<file path="src/rtl/axi_lite_master.sv">
// Single-outstanding AXI4-Lite initiator: one-word command port in, one-cycle response pulse out.
// Optional watchdog compiled in with `define AXIL_MASTER_TIMEOUT_EN (limit TIMEOUT_CYCLES).
module axi_lite_master #(
    parameter int TIMEOUT_CYCLES = 256
) (
    input  logic        ACLK,
    input  logic        ARESETn,
    input  logic        cmd_valid,
    output logic        cmd_ready,
    input  logic        cmd_write,
    input  logic [31:0] cmd_addr,
    input  logic [31:0] cmd_wdata,
    output logic        rsp_valid,
    output logic [31:0] rsp_rdata,
    output logic [1:0]  rsp_resp,
    output logic [31:0] AWADDR,
    output logic        AWVALID,
    input  logic        AWREADY,
    output logic [31:0] WDATA,
    output logic        WVALID,
    input  logic        WREADY,
    input  logic [1:0]  BRESP,
    input  logic        BVALID,
    output logic        BREADY,
    output logic [31:0] ARADDR,
    output logic        ARVALID,
    input  logic        ARREADY,
    input  logic [31:0] RDATA,
    input  logic [1:0]  RRESP,
    input  logic        RVALID,
    output logic        RREADY
);

    typedef enum logic [2:0] {
        IDLE, WR_REQ, WR_RESP, RD_REQ, RD_RESP, DONE
    } state_t;

    state_t state, state_nxt;
    logic   aw_done, w_done;
    logic   aw_hs, w_hs, b_hs, ar_hs, r_hs;
    logic   cmd_hs, busy, timeout, to_fire;

    // Handshake outputs decode straight from state so a reset edge drops them at once.
    assign AWVALID   = (state == WR_REQ) && !aw_done;
    assign WVALID    = (state == WR_REQ) && !w_done;
    assign BREADY    = (state == WR_RESP);
    assign ARVALID   = (state == RD_REQ);
    assign RREADY    = (state == RD_RESP);
    assign rsp_valid = (state == DONE);
    assign cmd_ready = ARESETn && (state == IDLE);

    assign aw_hs  = AWVALID && AWREADY;
    assign w_hs   = WVALID && WREADY;
    assign b_hs   = BVALID && BREADY;
    assign ar_hs  = ARVALID && ARREADY;
    assign r_hs   = RVALID && RREADY;
    assign cmd_hs = cmd_valid && cmd_ready;
    assign busy   = (state == WR_REQ) || (state == WR_RESP) ||
                    (state == RD_REQ) || (state == RD_RESP);

`ifdef AXIL_MASTER_TIMEOUT_EN
    localparam logic [15:0] TO_LAST = 16'(TIMEOUT_CYCLES - 1);
    logic [15:0] to_cnt;

    // Saturating so a beat that lands on the limit edge cannot wrap the count.
    always_ff @(posedge ACLK) begin
        if (!ARESETn || !busy)
            to_cnt <= '0;
        else if (to_cnt != 16'hFFFF)
            to_cnt <= to_cnt + 16'd1;
    end

    assign timeout = busy && (to_cnt >= TO_LAST);
`else
    logic unused_to;
    assign unused_to = ^TIMEOUT_CYCLES;
    assign timeout   = 1'b0;
`endif

    always_ff @(posedge ACLK) begin
        if (!ARESETn)
            state <= IDLE;
        else
            state <= state_nxt;
    end

    always_comb begin
        state_nxt = state;
        case (state)
            IDLE:    if (cmd_hs) state_nxt = cmd_write ? WR_REQ : RD_REQ;
            WR_REQ: begin
                if ((aw_done || aw_hs) && (w_done || w_hs))
                    state_nxt = WR_RESP;
                else if (timeout)
                    state_nxt = DONE;
            end
            WR_RESP: if (b_hs || timeout) state_nxt = DONE;
            RD_REQ: begin
                if (ar_hs)
                    state_nxt = RD_RESP;
                else if (timeout)
                    state_nxt = DONE;
            end
            RD_RESP: if (r_hs || timeout) state_nxt = DONE;
            DONE:    state_nxt = IDLE;
            default: state_nxt = IDLE;
        endcase
    end

    // A real beat on the limit edge wins over the watchdog.
    assign to_fire = timeout && (state_nxt == DONE) && !b_hs && !r_hs;

    always_ff @(posedge ACLK) begin
        if (!ARESETn) begin
            AWADDR    <= '0;
            WDATA     <= '0;
            ARADDR    <= '0;
            aw_done   <= 1'b0;
            w_done    <= 1'b0;
            rsp_rdata <= '0;
            rsp_resp  <= '0;
        end else begin
            if (cmd_hs) begin
                if (cmd_write) begin
                    AWADDR <= cmd_addr;
                    WDATA  <= cmd_wdata;
                end else begin
                    ARADDR <= cmd_addr;
                end
                aw_done <= 1'b0;
                w_done  <= 1'b0;
            end
            if (aw_hs) aw_done <= 1'b1;
            if (w_hs)  w_done  <= 1'b1;
            if (b_hs) begin
                rsp_resp  <= BRESP;
                rsp_rdata <= '0;
            end
            if (r_hs) begin
                rsp_resp  <= RRESP;
                rsp_rdata <= RDATA;
            end
            if (to_fire) begin
                rsp_resp  <= 2'b10;
                rsp_rdata <= '0;
            end
        end
    end

endmodule

</file>
<file path="config.mk">
export PLATFORM = sky130hd
export DESIGN_NAME = axi_lite_master
export DESIGN_NICKNAME = d
export VERILOG_FILES = /design/src/rtl/axi_lite_master.sv
export SDC_FILE = /design/constraint.sdc
export NUM_CORES = 1
export LEC_CHECK = 0
export ABC_AREA = 1
export ABC_CLOCK_PERIOD_IN_PS = 1700
export BUFFER_PORTS_ARGS = -buffer_cell sky130_fd_sc_hd__clkbuf_2
export CAP_MARGIN = 30
export CORE_MARGIN = 2
export CORE_UTILIZATION = 30
export CTS_CLUSTER_SIZE = 30
export DETAILED_ROUTE_END_ITERATION = 8
export SETUP_SLACK_MARGIN = 0.4
export SLEW_MARGIN = 20
export SYNTH_ARGS = -nofsm -noshare
export SYNTH_HDL_FRONTEND = slang
export SYNTH_SLANG_ARGS = --single-unit
</file>
<file path="constraint.sdc">
create_clock -name ACLK -period 1.7 [get_ports ACLK]
set_input_delay 0.34 -clock ACLK [delete_from_list [all_inputs] [get_ports ACLK]]
set_output_delay 0.34 -clock ACLK [all_outputs]
set_load 0.01 [all_outputs]
</file>
---- Word-level counts from Yosys, hierarchy flattened ----
Index checks and enable logic that the tools add are counted.
cells by class
  shifts and indexed selects .............. 0
  reduce and logical (&&, ||, !) cells .... 21
  equal/unequal tests ..................... 10
  order comparisons ....................... 0
  bitwise operators ....................... 1
  divide/modulo/power cells ............... 0
  multipliers ............................. 0
  add/subtract/negate cells ............... 0
  mux-type cells .......................... 14
operator list
  operator                                                                  number
  32-bit two-way mux                                                        2
  3-bit two-way mux                                                         5
  3-bit case mux with 5 select lines                                        1
  1-bit logical AND                                                         10
  2-bit by 1-bit inequality test with 1-bit output (second input constant)  4
  3-bit by 2-bit == test with 1-bit output (second input constant)          2
  3-bit == test (second input constant)                                     2
  2-bit two-way mux                                                         3
  2-bit nonzero test                                                        3
  5-bit AND reduction                                                       1
  2-bit AND reduction                                                       2
  3-bit by 1-bit == test with 1-bit output (second input constant)          1
  3-bit logical NOT                                                         1
  1-bit two-way mux                                                         3
  1-bit logical NOT                                                         2
  1-bit logical OR                                                          2
  2-bit inequality test (second input constant)                             1
  1-bit NOT                                                                 1
word-level totals
  word-level logic and storage cells ...... 54
  bits in writable memories ............... 0
  bits in latches ......................... 0
  memories kept ........................... 0
  bits of input ports ..................... 109
  output and inout port bits .............. 137
  ROM bits ................................ 0
  register bits ........................... 135

---- Longest topological paths before layout ----
Gate-level depths: netlist of the first run.
  depth after elaboration ................. 7
  depth in mapped cells ................... 10
  depth with buffers taken out ............ 8

---- Least setup slack after synthesis of the first run ----
Ideal clock, no wire load.
  kind .................................... flip-flop to flip-flop
  start point ............................. reg state[1]
  end point ............................... reg rsp_rdata[10]
  cell stages (with the launch flop) ...... 9
  required time ........................... 1568 ps
  path buffers ............................ 1
  period minus slack after synthesis ...... 1435 ps
  data arrival time ....................... 1303 ps
  slack ................................... 265 ps
  setup time .............................. 132 ps
  cell sequence ........................... dfxtp_1 -> inv_1 -> nor3_2 -> nand2_1 -> nand2_1 -> inv_2 -> buf_6 -> nand2_1 -> a21oi_1
on the way
  word-level cells in the longest chain between the ends .. 3
  elaborated cells on any way between the ends .. 6
  those cells by class .................... eq/ne (2); mux (1); reduce/logical (3)
RTL lines
  item                                      RTL line  RTL
  start, declared                           38        state_t state, state_nxt;
  start signal, assigned                    84        state <= state_nxt;
  3-bit by 2-bit == test with 1-bit output  46        assign BREADY = (state == WR_RESP);
  net BREADY                                24        output logic BREADY,
  1-bit logical AND                         54        assign b_hs = BVALID && BREADY;
  2-bit nonzero test (no line)              -
  end signal, assigned                      120       rsp_rdata <= '0;
  end signal, assigned                      137       rsp_rdata <= '0;
  end signal, assigned                      141       rsp_rdata <= RDATA;
  end, declared                             14        output logic [31:0] rsp_rdata,
The timed path passes the listed nets, and every way through them passes these cells.
A chain may end at the register's enable or synchronous reset.

---- Worst setup path in the final report of the first run ----
  start point ............................. reg state[0]
  end point ............................... out cmd_ready
on the way
  word-level cells in the longest chain between the ends .. 2
RTL lines
  item               RTL line  RTL
  3-bit logical NOT  50        assign cmd_ready = ARESETn && (state == IDLE);
  1-bit logical AND  50
  end, declared      9         output logic cmd_ready,
Every way passes these cells.

==> PnR_summary.wiki, run 1 <==
{| class="wikitable"
! Metric !! Value
|-
| Status || complete, but fails checks
|-
| Violations in the final reports || negative setup slack
|-
| Nature of the critical path startpoint || register
|-
| Width of the die || 133 um
|-
| Final cycle utilization of the critical path || 103.8%
|-
| Via count || 5,605
|-
| Die ar. || 17,690 um^2
|-
| Die outline height || 133 um
|-
| Share of Yosys cell area claimed by the top area cell type || 54.14%
|-
| Most common cell in the netlist || nor2_1
|-
| List of most frequent post-synthesis cells || nor2_1, dfxtp_1, o21ai_0, nand2_1, nand3_1
|-
| Num Clock Sinks || 135
|-
| Vias in the first global route || 5,375
|-
| H-tree depth || 4
|-
| Number of setup violations in the final report || 22
|-
| Hold crit path type || input pin to register
|-
| Number of hold violations in the final report || 0
|-
| N_diodes || 0
|-
| Largest net degree at the start of global routing || 83
|-
| IO buf count || 245
|-
| Largest area contributor in the synthesized netlist || dfxtp_1
|-
| Worst-Skew Late Latency || 420 ps
|-
| Number of hold buffers added after CTS || 0
|-
| Total Nets Final || 1,048
|-
| Clock-pin transition on the worst setup and hold timing paths || 60 ps
|-
| Total global routing overflow || 0
|-
| Cell Count, Final, Fillers Out || 1,172
|-
| Post-route cell area || 9107 um^2
|-
| Max-Cap Viols || 0
|-
| Final worst slack || -64.74 ps
|-
| Setup repair after global routing missed its margin || yes
|-
| Maximum VDD drop || 0.0007384 V
|-
| Synth Register Bits || 135
|-
| Distinct cells, synth || 26
|-
| First-pass GRT wire length || 29,120 um
|-
| Final Max Slew Viols || 0
|-
| Post-placement cell count || 1,068
|-
| Antenna Violating Nets Remaining || 0
|-
| CP max FO || 2
|-
| Slew at the pin closest to its max-slew limit || 593.2 ps
|-
| Total cell area at the placement stage || 6399 um^2
|-
| Critical Path AT || 1420 ps
|-
| DRC violation count after routing || 0
|-
| Root Driver || clkbuf_16
|-
| Max transition margin || 60.46%
|-
| Total area of multi-input combinational cells || 2659 um^2
|-
| Initial antenna violation count || 0
|-
| Count of standard-cell rows || 47
|-
| TritonCTS buffer count || 17
|-
| Max Clk Rate || 566.7 MHz
|-
| Area contributors post-synth || dfxtp_1, nor2_1, o21ai_0
|-
| Area grow syn2layout || 82.43%
|-
| I/O Pins || 246
|-
| Filler instances || 1,438
|-
| Routed wirelength normalized by instance count || 17.21 um
|-
| Synthesized net count || 740
|-
| Overall fraction of global-route tracks in use || 21.33%
|-
| Power per cell area || 1462 nW/um^2
|-
| Number of vias per cell || 4.782
|-
| Summed instance area of the synthesized netlist || 4992 um^2
|-
| Avg Synthesized Cell Area || 7.912 um^2
|-
| Fraction of the yosys area taken by sequential cells || 54.14%
|-
| Primary FF master, synth || dfxtp_1
|-
| Maximum root-to-sink buffer count || 2
|-
| Clock tree from TritonCTS || built
|-
| Effective utilization at floorplan || 30.43%
|-
| Critical path class || register to output port
|-
| Endpoint class of the critical path || output port
|-
| Fraction of registers with async set or reset after synthesis || 0%
|-
| Number of warnings issued by yosys || 0
|-
| Skew final || 5.448 ps
|-
| Storage cell area || 2725 um^2
|-
| Post-layout minimum cycle time || 1765 ps
|-
| Leakage power || 4.130 nW
|-
| Proportion of layout cells with a drive suffix above 1 || 55.57%
|-
| Final wirelength || 20,170 um
|-
| DPL Wire Length || 10,210 um
|-
| Number of enable flip-flop cells after synthesis || 0
|-
| Detailed Route Iter0 Violations || 263
|-
| Required time of the worst setup path || 1360 ps
|-
| Detailed Routing Iterations Pass 1 || 4
|-
| Final RePlAce weighted congestion || 0.7688
|-
| Area inside the core boundary || 16,410 um^2
|-
| Gate count after technology mapping || 631
|}
==> power breakdown <==
group | leakage (nW) | switching, mW | internal [mW]
registers | 1.10 | 0.287 | 3.59
logic | 2.70 | 2.67 | 2.60
clock network | 0.324 | 1.45 | 2.73
total | 4.13 | 4.41 | 8.91
==> cells in the final DEF, fill, tap and decap left out, types with 2 or more instances in the layout <==
cell type / synthesis / layout
o21ai_1: 41 / 52
nor2_4: 4 / 15
clkbuf_2: 0 / 234
a21oi_2: 0 / 31
buf_16: 0 / 19
nand2_2: 1 / 11
inv_8: 0 / 3
nand3_1: 42 / 2
buf_6: 3 / 24
buf_8: 6 / 3
nor2_1: 201 / 170
nor3_4: 1 / 2
nand2_4: 1 / 3
a31oi_1: 2 / 2
buf_4: 1 / 20
o21ai_0: 56 / 25
buf_2: 15 / 6
dfxtp_2: 0 / 12
nand3_4: 0 / 12
buf_12: 1 / 22
inv_6: 0 / 4
nand2_8: 0 / 2
nand2_1: 46 / 32
dfxtp_4: 0 / 2
nand3_2: 0 / 28
inv_1: 10 / 8
clkbuf_16: 0 / 18
clkinv_4: 0 / 2
clkbuf_8: 0 / 3
o21ai_2: 0 / 19
a21oi_1: 37 / 6
bufinv_16: 0 / 5
dfxtp_1: 135 / 121
nand4_1: 2 / 2
nor2_2: 0 / 20
clkinv_2: 0 / 2
==> cell families after synthesis <==
group                  after synthesis  share of synthesized area, %
AO/OA/AOI/OAI                      137                         13.83
AND/OR/NAND/NOR                    302                         25.16
buffers and inverters               57                         6.867
flip-flops                         135                         54.14
==> worst paths after layout <==
check	cells after the start	to	startpoint	slack [ps]
worst min register to register	2	rsp_rdata[22]	rsp_rdata[22]	460
worst max-delay path	6	cmd_ready	state[0]	-60
worst min-delay path	3	WDATA[9]	cmd_wdata[9]	150
worst max register to register	12	WDATA[8]	state[0]	-60
==> sequential cells by signal, summed over array words and instances (netlist names) <==
name	cells
WDATA	32
rsp_rdata	32
w_done	1
aw_done	1
rsp_resp	2
AWADDR	32
ARADDR	32
state	3
==> final cells by class <==
type / instances / area share (%)
well taps: 220 / 3.022
repair inverters: 4 / 0.4946
repair buffers: 329 / 29.15
clock inverters: 11 / 2.129
flip-flops and latches: 135 / 29.92
multi-input cells: 439 / 29.19
clock buffers: 21 / 5.166
inverters: 13 / 0.9205
==> layer usage <==
layer | vias up | global-route usage [%] | part of all wire [%]
li1 | 2704 | - | -
met1 | 2616 | 25.73 | 41
met2 | 245 | 34.97 | 48
met3 | 40 | 7.126 | 7.4
met4 | 0 | 8.722 | 3.0
met5 | - | 0 | 0
==> repair_timing <==
item	in CTS	in global routing
gates resized for setup	181	105
gates cloned	21	3
setup endpoints to repair	141	152
pin swaps	72	52
setup buffers	37	11
==> per-stage QoR <==
stage	TNS [ps]	util [%]	hold WS [ps]	worst slack [ps]	power (mW)
final	-376.0	55.51	148.6	-64.74	13.32
after global placement	0	39.00	449.7	165.4	6.339
after floorplan	0	-	447.9	282.0	5.489
after CTS	0	52.27	116.8	7.676	12.42
after detailed placement	0	39.00	451.1	136.3	6.334
after global routing	-7297	55.51	139.5	-173.4	13.87
==> critical path, cell delays in order (launching register included) <==
cell	delay (ps)
dfxtp_2	330
buf_6	110
nor2_4	110
nand2_2	80
nor2_4	150
buf_4	130
buf_8	90
Power figures use the tool's default switching activity.
==> run 2, diff against run 1 <==
==> constraint.sdc (replaced) <==
create_clock -name ACLK -period 1.7 [get_ports ACLK]
set_input_delay 0.17 -clock ACLK [delete_from_list [all_inputs] [get_ports ACLK]]
set_output_delay 0.17 -clock ACLK [all_outputs]
set_load 0.01 [all_outputs]
==> PnR_summary.wiki, run 2 (synthesis gave the netlist of run 1 again) <==
{| class="wikitable"
! Metric !! Value
|-
| Hold crit path type || input pin to register
|-
| Worst-Skew Late Latency || 420 ps (about the same)
|-
| Min Hold Slack || 15.15 ps (-133.4 ps)
|-
| Start point of the worst min-delay path || cmd_addr[9]
|-
| Initial antenna violation count || 0 (unchanged)
|-
| IO buf count || 245 (unchanged)
|-
| TritonCTS buffer count || 17 (unchanged)
|-
| Area inside the core boundary || 16,410 um^2 (unchanged)
|-
| Endpoint class of the critical path || register
|-
| Via count || 5,629 (+0.43%)
|-
| Filler instances || 1,330 (-7.5%)
|-
| Post-layout minimum cycle time || 1569 ps (-195.4 ps)
|-
| Effective utilization at floorplan || 30.43% (unchanged)
|-
| Total Nets Final || 1,091 (+4.1%)
|-
| I/O Pins || 246 (unchanged)
|-
| Worst slack at placement || 159.7 ps (+23.44 ps)
|-
| Overall fraction of global-route tracks in use || 19.86% (-1.5 points)
|-
| Max transition margin || 54.30% (-6.2 points)
|-
| Detailed Route Iter0 Violations || 233 (-11%)
|-
| Vias in the first global route || 5,249 (-2.3%)
|-
| Die ar. || 17,690 um^2 (unchanged)
|-
| Fin Setup TNS || 0 ps (+376.0 ps)
|-
| Number of vias per cell || 4.633 (-3.1%)
|-
| Die outline height || 133 um (unchanged)
|-
| Detailed Routing Iterations Pass 1 || 6 (+2)
|-
| Clock tree from TritonCTS || built
|-
| Critical Path AT || 1880 ps (+460 ps)
|-
| DRC violation count after routing || 0 (unchanged)
|-
| Final wirelength || 19,500 um (-3.3%)
|-
| Post-route cell area || 9589 um^2 (+5.3%)
|-
| Number of setup violations in the final report || 0 (-100%)
|-
| Total Power || 12.55 mW (-5.8%)
|-
| CP max FO || 10 (+8)
|-
| Routed wirelength normalized by instance count || 16.05 um (-6.8%)
|-
| Nature of the critical path startpoint || register
|-
| DPL Wire Length || 10,160 um (-0.50%)
|-
| Power per cell area || 1309 nW/um^2 (-11%)
|-
| Width of the die || 133 um (unchanged)
|-
| Final RePlAce weighted congestion || 0.7924 (+3.1%)
|-
| Storage cell area || 2711 um^2 (-0.50%)
|-
| Total global routing overflow || 0 (unchanged)
|-
| Total cell area at the placement stage || 6366 um^2 (-0.51%)
|-
| First-pass GRT wire length || 27,630 um (-5.1%)
|-
| R2R Path Start || state[1]
|-
| Total area of multi-input combinational cells || 2834 um^2 (+6.6%)
|-
| Max-Cap Viols || 0 (unchanged)
|-
| Maximum root-to-sink buffer count || 2 (unchanged)
|-
| Required time of the worst setup path || 2010 ps (+650 ps)
|-
| Proportion of layout cells with a drive suffix above 1 || 54.27% (-1.3 points)
|-
| Count of standard-cell rows || 47 (unchanged)
|-
| Antenna Violating Nets Remaining || 0 (unchanged)
|-
| Final worst slack || 130.7 ps (+195.4 ps)
|-
| Commonest non-fill, non-tap cell in the layout || clkbuf_2
|-
| Maximum VDD drop || 0.0008162 V (+11%)
|-
| Largest net degree at the start of global routing || 62 (-25%)
|-
| Final cycle utilization of the critical path || 92.31% (-11 points)
|-
| Hold Crit Depth || 3 (unchanged)
|-
| Area grow syn2layout || 92.08%
|-
| Critical path class || register to register
|-
| Setup repair after global routing missed its margin || yes
|-
| Leakage power || 4.319 nW (+4.6%)
|-
| Final Max Slew Viols || 0 (unchanged)
|-
| Root Driver || clkbuf_16
|-
| H-tree depth || 4 (unchanged)
|-
| N_diodes || 0 (unchanged)
|-
| Worst Hold Path EP || ARADDR[9]
|-
| Slew at the pin closest to its max-slew limit || 685.6 ps (+92.39 ps)
|-
| Skew final || 6.043 ps (+0.5950 ps)
|-
| Reg2reg setup slack || 130 ps (+200 ps)
|-
| Num Clock Sinks || 135 (unchanged)
|-
| Leading cell types in the layout, fill and taps excluded || clkbuf_2, dfxtp_1, nor2_1
|-
| Status || complete, no violations
|-
| Worst reg2reg endpoint || AWADDR[7]
|-
| Number of hold violations in the final report || 0 (unchanged)
|-
| Clock-pin transition on the worst setup and hold timing paths || 60 ps (about the same)
|-
| Max Clk Rate || 637.2 MHz (+12%)
|-
| Worst-case reg-to-reg path depth || 10 (-2)
|}
==> run 2: layer usage <==
| layer | wire (um) | vias up | global-route usage, % |
|---|---|---|---|
| met5 | 0 | - | 0 |
| met4 | 247 | 0 | 6.810 |
| met3 | 1414 | 18 | 5.862 |
| met2 | 9540 | 233 | 31.92 |
| met1 | 8297 | 2593 | 25.46 |
| li1 | - | 2785 | - |
==> run 2: power breakdown <==
group | switching, mW | internal (mW) | leakage (nW)
Sequential | 0.305 | 3.58 | 1.10
Clock | 1.42 | 2.39 | 0.289
Combinational | 2.48 | 2.38 | 2.93
==> run 2: area by class of cell <==
type	instances	area share (%)
Clock inverter	11	1.553
Clock buffer	21	4.802
Inverter	13	0.9916
Sequential cell	135	28.28
Timing Repair inverter	3	0.6263
Multi-Input combinational cell	439	29.55
Timing Repair Buffer	373	31.33
Tap cell	220	2.871
==> run 2: per-stage QoR <==
stage,std cells,utilization [%]
floorplan,631,-
global placement,1069,38.80
detailed placement,1069,38.80
CTS,1197,52.54
global route,1215,58.45
finish,1215,58.45
==> run 2: how the worst max path moves through the flow <==
stage	start	slack [ps]	endpoint	cells after the start
final	state[1]	130	AWADDR[7]	10
after global routing	state[1]	60	WDATA[8]	10
after floorplan	state[0]	280	WDATA[10]	10
after global placement	state[1]	200	ARADDR[17]	8
after detailed placement	state[1]	160	ARADDR[8]	8
after CTS	state[0]	140	BREADY	4
==> run 2: worst max-delay path, stage by stage (launching register included) <==
cell and delay (ps):
dfxtp_4 380, nor2_4 100, nand2_2 70, nor2_4 120, nand2_4 90, nor2_4 160, buf_6 150, inv_12 70
clkbuf_16 180, nor2_1 100, nor2_1 50
==> run 2: what timing repair did <==
| action | CTS | global route |
|---|---|---|
| pin swaps | 41 | 27 |
| hold buffers | 56 | 0 |
| hold endpoints to repair | 60 | 0 |
| gates resized for setup | 144 | 203 |
| gates cloned | 14 | 7 |
| setup buffers | 26 | 11 |
| setup endpoints to repair | 141 | 140 |
